[config.mk]
export PLATFORM = sky130hd
export DESIGN_NAME = dds_wave_core_flat
export DESIGN_NICKNAME = d
export VERILOG_FILES = /design/src/rtl/dds_pkg.sv /design/src/rtl/dds_wave_core_if.sv /design/src/rtl/sine_quarter_rom.sv /design/src/rtl/dds_wave_core.sv /design/src/flat_wrapper.sv
export SDC_FILE = /design/constraint.sdc
export NUM_CORES = 1
export LEC_CHECK = 0
export CAP_MARGIN = 25
export CORE_MARGIN = 8
export CORE_UTILIZATION = 55
export DETAILED_ROUTE_END_ITERATION = 10
export PLACE_DENSITY = 0.82
export RECOVER_POWER = 25
export SYNTH_ARGS = -nofsm -noshare
export SYNTH_HDL_FRONTEND = slang
export SYNTH_SLANG_ARGS = --single-unit
[constraint.sdc]
create_clock -name clk -period 4.75 [get_ports clk]
set_clock_uncertainty 0.05 [all_clocks]
set_input_delay 0.95 -clock clk [delete_from_list [all_inputs] [get_ports clk]]
set_output_delay 0.95 -clock clk [all_outputs]
set_load 0.03 [all_outputs]
[src/rtl/dds_pkg.sv]
// Shared definitions for the DDS waveform core: mode encoding and the
// elaboration-time quarter-wave sine table generator.
package dds_pkg;

  typedef enum logic [1:0] {
    MODE_SAW = 2'd0,
    MODE_TRI = 2'd1,
    MODE_SQR = 2'd2,
    MODE_SIN = 2'd3
  } mode_e;

  localparam int unsigned FRAC_W = 30;
  // pi in Q30 fixed point
  localparam longint      PI_Q30 = 64'sd3373259426;

  // round((2^(data_w-1)-1) * sin(pi*(2k+1)/2^phase_w)) using a Q30 Taylor series
  function automatic int unsigned sine_q(int unsigned k, int unsigned phase_w,
                                         int unsigned data_w);
    longint theta;
    longint term;
    longint sum;
    longint amp;
    longint q;
    theta = (PI_Q30 * longint'(2 * k + 1)) >>> phase_w;
    term  = theta;
    sum   = theta;
    for (int n = 1; n <= 7; n++) begin
      term = (term * theta) >>> FRAC_W;
      term = (term * theta) >>> FRAC_W;
      term = -(term / longint'((2 * n) * (2 * n + 1)));
      sum  = sum + term;
    end
    amp = (longint'(1) <<< (data_w - 1)) - 1;
    q   = (amp * sum + (longint'(1) <<< (FRAC_W - 1))) >>> FRAC_W;
    if (q < 0)   q = 0;
    if (q > amp) q = amp;
    return 32'(q);
  endfunction

endpackage

[src/rtl/dds_wave_core_if.sv]
// Control and sample bus between the register logic and the DDS core.
interface dds_wave_core_if #(
  parameter int unsigned ACC_W   = 32,
  parameter int unsigned PHASE_W = 8,
  parameter int unsigned DATA_W  = 8
);
  logic               ce;
  logic               oce;
  logic [ACC_W-1:0]   ftw_in;
  logic               ftw_wr;
  logic [1:0]         mode_in;
  logic               mode_wr;
  logic [PHASE_W-1:0] duty_in;
  logic               sync_clr;
  logic [DATA_W-1:0]  dout;
  logic               dout_valid;
  logic               wrap;
  logic [1:0]         mode_active;

  modport master (
    output ce, oce, ftw_in, ftw_wr, mode_in, mode_wr, duty_in, sync_clr,
    input  dout, dout_valid, wrap, mode_active
  );

  modport slave (
    input  ce, oce, ftw_in, ftw_wr, mode_in, mode_wr, duty_in, sync_clr,
    output dout, dout_valid, wrap, mode_active
  );
endinterface

[src/rtl/sine_quarter_rom.sv]
// Synchronous-read quarter-wave sine magnitude ROM (no reset, block-ROM style).
module sine_quarter_rom
  import dds_pkg::*;
#(
  parameter int unsigned PHASE_W = 8,
  parameter int unsigned DATA_W  = 8
) (
  input  logic                clk,
  input  logic                ce,
  input  logic [PHASE_W-3:0]  addr,
  output logic [DATA_W-2:0]   q
);
  localparam int unsigned DEPTH = 2 ** (PHASE_W - 2);

  logic [DATA_W-2:0] w_rom [DEPTH];
  logic [DATA_W-2:0] r_q;

  for (genvar k = 0; k < DEPTH; k++) begin : g_rom
    assign w_rom[k] = (DATA_W-1)'(sine_q(32'(k), PHASE_W, DATA_W));
  end

  always_ff @(posedge clk) begin
    if (ce) r_q <= w_rom[addr];
  end

  assign q = r_q;
endmodule

[src/rtl/dds_wave_core.sv]
// DDS core: phase accumulator, mode-switch-at-wrap control and a three-stage
// waveform pipeline (acc -> waveform/ROM -> output register).
module dds_wave_core
  import dds_pkg::*;
#(
  parameter int unsigned ACC_W   = 32,
  parameter int unsigned PHASE_W = 8,
  parameter int unsigned DATA_W  = 8
) (
  input  logic             clk,
  input  logic             reset_n,
  dds_wave_core_if.slave   bus
);
  localparam int unsigned TRI_W  = PHASE_W - 1;
  localparam int unsigned ADDR_W = PHASE_W - 2;

  logic [ACC_W-1:0]   r_acc;
  logic [ACC_W-1:0]   r_ftw;
  logic               r_carry;
  mode_e              r_mode_active;
  mode_e              r_mode_pend;
  logic               r_pend;

  logic [DATA_W-1:0]  r_s1_wave;
  mode_e              r_s1_mode;
  logic               r_s1_neg;
  logic               r_s1_carry;
  logic               r_v1;

  logic [DATA_W-1:0]  r_dout;
  logic               r_wrap;
  logic               r_valid;

  logic [ACC_W:0]     w_sum;
  logic               w_carry_set;
  logic               w_apply;
  logic [PHASE_W-1:0] w_p;
  logic [TRI_W-1:0]   w_tri_p;
  logic [ADDR_W-1:0]  w_addr;
  logic [DATA_W-1:0]  w_saw;
  logic [DATA_W-1:0]  w_tri;
  logic [DATA_W-1:0]  w_sqr;
  logic [DATA_W-1:0]  w_wave;
  logic [DATA_W-2:0]  w_rom_q;
  logic [DATA_W-1:0]  w_sin;
  logic [DATA_W-1:0]  w_s2;

  assign w_sum       = {1'b0, r_acc} + {1'b0, r_ftw};
  assign w_carry_set = bus.ce & (bus.sync_clr | w_sum[ACC_W]);
  // A parked mode only lands on a period boundary, or at once when the phase is static
  assign w_apply     = r_pend & (w_carry_set | (r_ftw == '0));

  assign w_p     = r_acc[ACC_W-1 -: PHASE_W];
  assign w_tri_p = w_p[PHASE_W-1] ? ~w_p[TRI_W-1:0] : w_p[TRI_W-1:0];
  assign w_addr  = w_p[PHASE_W-2] ? ~w_p[ADDR_W-1:0] : w_p[ADDR_W-1:0];
  assign w_sqr   = (w_p < bus.duty_in) ? {DATA_W{1'b1}} : {DATA_W{1'b0}};

  if (PHASE_W >= DATA_W) begin : g_saw_trunc
    assign w_saw = w_p[PHASE_W-1 -: DATA_W];
  end else begin : g_saw_pad
    assign w_saw = {w_p, {(DATA_W-PHASE_W){1'b0}}};
  end

  if (TRI_W >= DATA_W) begin : g_tri_trunc
    assign w_tri = w_tri_p[TRI_W-1 -: DATA_W];
  end else begin : g_tri_pad
    assign w_tri = {w_tri_p, {(DATA_W-TRI_W){1'b0}}};
  end

  always_comb begin
    w_wave = w_saw;
    unique case (r_mode_active)
      MODE_TRI: w_wave = w_tri;
      MODE_SQR: w_wave = w_sqr;
      default:  w_wave = w_saw;
    endcase
  end

  // Offset-binary sine: upper half adds the magnitude, lower half mirrors it below mid-scale
  assign w_sin = r_s1_neg ? {1'b0, ~w_rom_q} : {1'b1, w_rom_q};
  assign w_s2  = (r_s1_mode == MODE_SIN) ? w_sin : r_s1_wave;

  sine_quarter_rom #(
    .PHASE_W (PHASE_W),
    .DATA_W  (DATA_W)
  ) u_rom (
    .clk  (clk),
    .ce   (bus.ce),
    .addr (w_addr),
    .q    (w_rom_q)
  );

  // Tuning word and mode bookkeeping run regardless of ce
  always_ff @(posedge clk or negedge reset_n) begin
    if (!reset_n) begin
      r_ftw         <= '0;
      r_mode_active <= MODE_SAW;
      r_mode_pend   <= MODE_SAW;
      r_pend        <= 1'b0;
    end else begin
      if (bus.ftw_wr) r_ftw <= bus.ftw_in;
      if (bus.mode_wr) begin
        r_mode_pend <= mode_e'(bus.mode_in);
        r_pend      <= 1'b1;
      end else if (w_apply) begin
        r_mode_active <= r_mode_pend;
        r_pend        <= 1'b0;
      end
    end
  end

  // Stage 0 and stage 1
  always_ff @(posedge clk or negedge reset_n) begin
    if (!reset_n) begin
      r_acc      <= '0;
      r_carry    <= 1'b0;
      r_s1_wave  <= '0;
      r_s1_mode  <= MODE_SAW;
      r_s1_neg   <= 1'b0;
      r_s1_carry <= 1'b0;
      r_v1       <= 1'b0;
    end else if (bus.ce) begin
      r_s1_wave  <= w_wave;
      r_s1_mode  <= r_mode_active;
      r_s1_neg   <= w_p[PHASE_W-1];
      r_s1_carry <= r_carry;
      r_v1       <= 1'b1;
      if (bus.sync_clr) begin
        r_acc   <= '0;
        r_carry <= 1'b1;
      end else begin
        r_acc   <= w_sum[ACC_W-1:0];
        r_carry <= w_sum[ACC_W];
      end
    end
  end

  // Stage 2 output register
  always_ff @(posedge clk or negedge reset_n) begin
    if (!reset_n) begin
      r_dout  <= '0;
      r_wrap  <= 1'b0;
      r_valid <= 1'b0;
    end else if (bus.oce) begin
      r_dout <= w_s2;
      r_wrap <= r_s1_carry;
      if (bus.ce && r_v1) r_valid <= 1'b1;
    end
  end

  assign bus.dout        = r_dout;
  assign bus.wrap        = r_wrap;
  assign bus.dout_valid  = r_valid;
  assign bus.mode_active = r_mode_active;
endmodule

[src/flat_wrapper.sv]
// flat-port wrapper written by rule: the top's interface ports become plain ports
module dds_wave_core_flat import dds_pkg::*;
#(
  parameter int unsigned ACC_W   = 32,
  parameter int unsigned PHASE_W = 8,
  parameter int unsigned DATA_W  = 8
)
  (clk, reset_n, bus_ce, bus_oce, bus_ftw_in, bus_ftw_wr, bus_mode_in, bus_mode_wr, bus_duty_in, bus_sync_clr, bus_dout, bus_dout_valid, bus_wrap, bus_mode_active);
  dds_wave_core_if #(.ACC_W(ACC_W), .PHASE_W(PHASE_W), .DATA_W(DATA_W)) bus_i ();
  input  logic clk;
  input  logic reset_n;
  input wire logic [$bits(bus_i.ce)-1:0] bus_ce;
  input wire logic [$bits(bus_i.oce)-1:0] bus_oce;
  input wire logic [$bits(bus_i.ftw_in)-1:0] bus_ftw_in;
  input wire logic [$bits(bus_i.ftw_wr)-1:0] bus_ftw_wr;
  input wire logic [$bits(bus_i.mode_in)-1:0] bus_mode_in;
  input wire logic [$bits(bus_i.mode_wr)-1:0] bus_mode_wr;
  input wire logic [$bits(bus_i.duty_in)-1:0] bus_duty_in;
  input wire logic [$bits(bus_i.sync_clr)-1:0] bus_sync_clr;
  output wire logic [$bits(bus_i.dout)-1:0] bus_dout;
  output wire logic [$bits(bus_i.dout_valid)-1:0] bus_dout_valid;
  output wire logic [$bits(bus_i.wrap)-1:0] bus_wrap;
  output wire logic [$bits(bus_i.mode_active)-1:0] bus_mode_active;
  assign bus_i.ce = bus_ce;
  assign bus_i.oce = bus_oce;
  assign bus_i.ftw_in = bus_ftw_in;
  assign bus_i.ftw_wr = bus_ftw_wr;
  assign bus_i.mode_in = bus_mode_in;
  assign bus_i.mode_wr = bus_mode_wr;
  assign bus_i.duty_in = bus_duty_in;
  assign bus_i.sync_clr = bus_sync_clr;
  assign bus_dout = bus_i.dout;
  assign bus_dout_valid = bus_i.dout_valid;
  assign bus_wrap = bus_i.wrap;
  assign bus_mode_active = bus_i.mode_active;
  dds_wave_core #(.ACC_W(ACC_W), .PHASE_W(PHASE_W), .DATA_W(DATA_W)) u_core (.clk(clk), .reset_n(reset_n), .bus(bus_i));
endmodule
==> flow_summary.toml <==
[synth]
synth_area_sq_um = 6620
synth_mux_area_share_pct = 8.29
synth-seq-area-share_pct = 38.3
ys_warn_count = 0
netlist_instances = 680
synth-xor-area-share_pct = 6.35
synth_edf_count = 7
synth_compound_area_share_pct = 21.8
synthFlopType = "dfrtp_1"
ys_ff_latch = 100
yosys.area_share.simple_pct = 12.1
synth_cell_types = 66
yosys.area_share.adder_pct = 9.56
synth_top_family_by_area = "compound AO/OA/AOI/OAI gates"
syn_avg_cell_area_sq_um = 9.74
synth.largest_area_cell = "dfrtp_1"
synthArstFlopShare_pct = 93.0
synth_area_leaders = "dfrtp_1 (35%), ha_1 (9.3%), mux2_2 (8.0%)"
synthesis.nets = 779
synth_top_area_share_pct = 35.1

[worst_hold_path]
hold_path.class = "reg -> reg"
min_path_cells = 1

[setup_path]
critPathCaptureType = "flop"
cp.arrival_ns = 3.50
cp_num_buf_inv = 1
crit_family = "XOR/XNOR gates"
crit_path_max_incr_delay_ns = 0.86
crit_top_cell = "a21oi_1"
cp_data_required_time_ns = 4.81
critical_path_depth = 9
cp_max_fo = 30
path_class = "reg -> reg"
cpMaxStageDelayCell = "xnor2_1"
r2r_cells = 9
worstPathCellList = "xnor2_1 -> inv_1 -> ha_1 -> nand2_1 -> a21oi_1 -> a21oi_1 -> o21ai_0 -> mux2i_1 -> a31o_2"
startpoint_type = "flop"

[cts]
htree_levels = 3
cts_hold_buf = 0
path_clk_slew_ns = 0.07
postCtsResizedCells = 0
postCtsSetupBuffers = 0
numClockSinks = 100
cts_buffers = 9
root_buffer = "clkbuf_16"
cts_tree = "built"
clk_latency_ns = 0.35
clock_path_buffers = 2

[finish]
final_common_cell = "dfrtp_1"
multiInputGateArea_sq_um = 3850
antenna_cells = 0
fillers = 954
fin_nets = 818
area_delta_synth_final_pct = 14.9
drive_gt1_share_pct = 12.2
final-seq-area_sq_um = 2540
instances_no_fill = 871
mostFrequentLayoutCells = "dfrtp_1 (93), clkdlybuf4s50_1 (59), nand2_1 (49), ha_1 (49), mux2_2 (47)"

[sta]
fmax_ghz = 0.291
period_share_pct = 72.5
finalMaxSlewViolations = 0
hold_violations = 0
period_minus_slack_ns = 3.44
tns_ns = 0
rsz0062_at_grt = "false"
tightest_slew_ns = 1.04
finalSetupViolCount = 0
hold_slack_ns = 0.419
maxSlewHeadroom_pct = 30.5

[global_route]
grt_max_degree = 63
grt_pass1_vias = 5460
overflow = 0
grtUsageTotal_pct = 20.9
grt_pass1_wl_microns = 27500
antenna_found_initial = 0

[place]
hpwl_microns = 11700
placedCellCount = 855
io_buffers = 60
globalplace.congestion = 0.899

[die]
die_y_microns = 126
io_pins = 61
dieArea_sq_um = 15800
rows = 40
fp.dieW_microns = 126
start_util_pct = 55.8
core_area_sq_um = 11900

[drt]
drc_errors = 0
dr.first_iter.drc_count = 552
viasPerCell = 6.32
dr.pass1.iters = 5
vias = 5503
ant_nets = 0
wl_microns = 16200
drt-wirelength-per-cell_microns = 18.6

[run]
cap_violations = 0

[power]
powerDensity_nw_per_um2 = 696
leakage_nw = 3.37
ir_drop_mv = 0.280

[outcome]
status = "complete, no violations"
-- metrics by stage --
stage                     setup slack [ns]  util, %  cell area, sq um  total power, mW
after floorplan                       2.13        -              6620             3.71
after global placement                1.52     61.5              7290             4.34
after detailed placement              1.40     61.5              7290             4.44
after CTS                             1.39     64.1              7610             5.25
after global routing                  1.11     64.1              7610             5.69
final                                 1.31     64.1              7610             5.30
-- area by class of cell --
type | count | area share [%]
repair buffers | 65 | 8.35
flip-flops and latches | 100 | 33.3
inverters | 23 | 1.13
multi-input cells | 520 | 50.6
clock inverters | 7 | 1.20
clock buffers | 9 | 2.96
well taps | 147 | 2.42
-- worst reg2reg max path, cell delays in order, from the launching register on --
cell and delay, ns:
dfrtp_1 0.77, xnor2_1 0.87, inv_1 0.22, ha_1 0.44
nand2_1 0.07, a21oi_1 0.14, a21oi_1 0.08, o21ai_0 0.20
mux2i_1 0.10, a31o_2 0.27
-- sequential cells by signal, indices dropped and copies added (netlist names) --
register                cells
u_core.r_pend               1
u_core.bus.wrap             1
u_core.bus.dout_valid       1
u_core.r_s1_wave            8
u_core.bus.dout             8
u_core.u_rom.q              7
u_core.r_ftw               32
u_core.r_mode_pend          2
u_core.r_s1_mode            2
u_core.r_carry              1
u_core.bus.mode_active      2
u_core.r_s1_neg             1
u_core.r_acc               32
u_core.r_v1                 1
u_core.r_s1_carry           1
-- routing by layer --
layer | share of wire, % | GRT usage [%] | vias to the layer above
li1 | - | - | 2587
met1 | 45 | 28.1 | 2681
met2 | 46 | 33.1 | 209
met3 | 6.9 | 4.22 | 26
met4 | 1.9 | 7.01 | 0
met5 | 0 | 0 | -
-- cell usage after synthesis, types with 8 or more instances --
cell / number
nand2_1: 49
inv_1: 21
nor2_1: 38
xnor2_1: 29
nor3_1: 9
a21oi_1: 45
o21ai_0: 43
xor2_1: 19
nor4_1: 8
nand3_1: 16
ha_1: 49
a31oi_1: 15
mux2_2: 47
a22o_1: 21
nand4_1: 8
dfrtp_1: 93
a21o_1: 22
clkbuf_1: 29
-- cells by family after synthesis --
group           count (synthesis)
fa+ha+maj                      50
mux                            49
flops                         100
buf+inv                        60
xor+xnor                       48
simple gates                  165
compound gates                208
-- power by group --
| part | internal, mW | switching, mW |
|---|---|---|
| clock | 0.460 | 0.327 |
| combinational | 1.29 | 1.72 |
| sequential | 1.17 | 0.338 |
-- worst paths after layout --
| kind | start | endpoint | slack (ns) |
|---|---|---|---|
| setup / recovery | u_core.r_acc[30] | u_core.u_rom.q[1] | 1.31 |
| hold / removal | u_core.r_pend | u_core.r_pend | 0.42 |
| setup reg to reg | u_core.r_acc[30] | u_core.u_rom.q[1] | 1.31 |
| hold reg to reg | u_core.r_pend | u_core.r_pend | 0.42 |
| max in group asynchronous | reset_n | u_core.r_v1 | 3.08 |
| min in group asynchronous | reset_n | u_core.r_ftw[23] | 0.62 |
(Power assumes the default switching activity.)
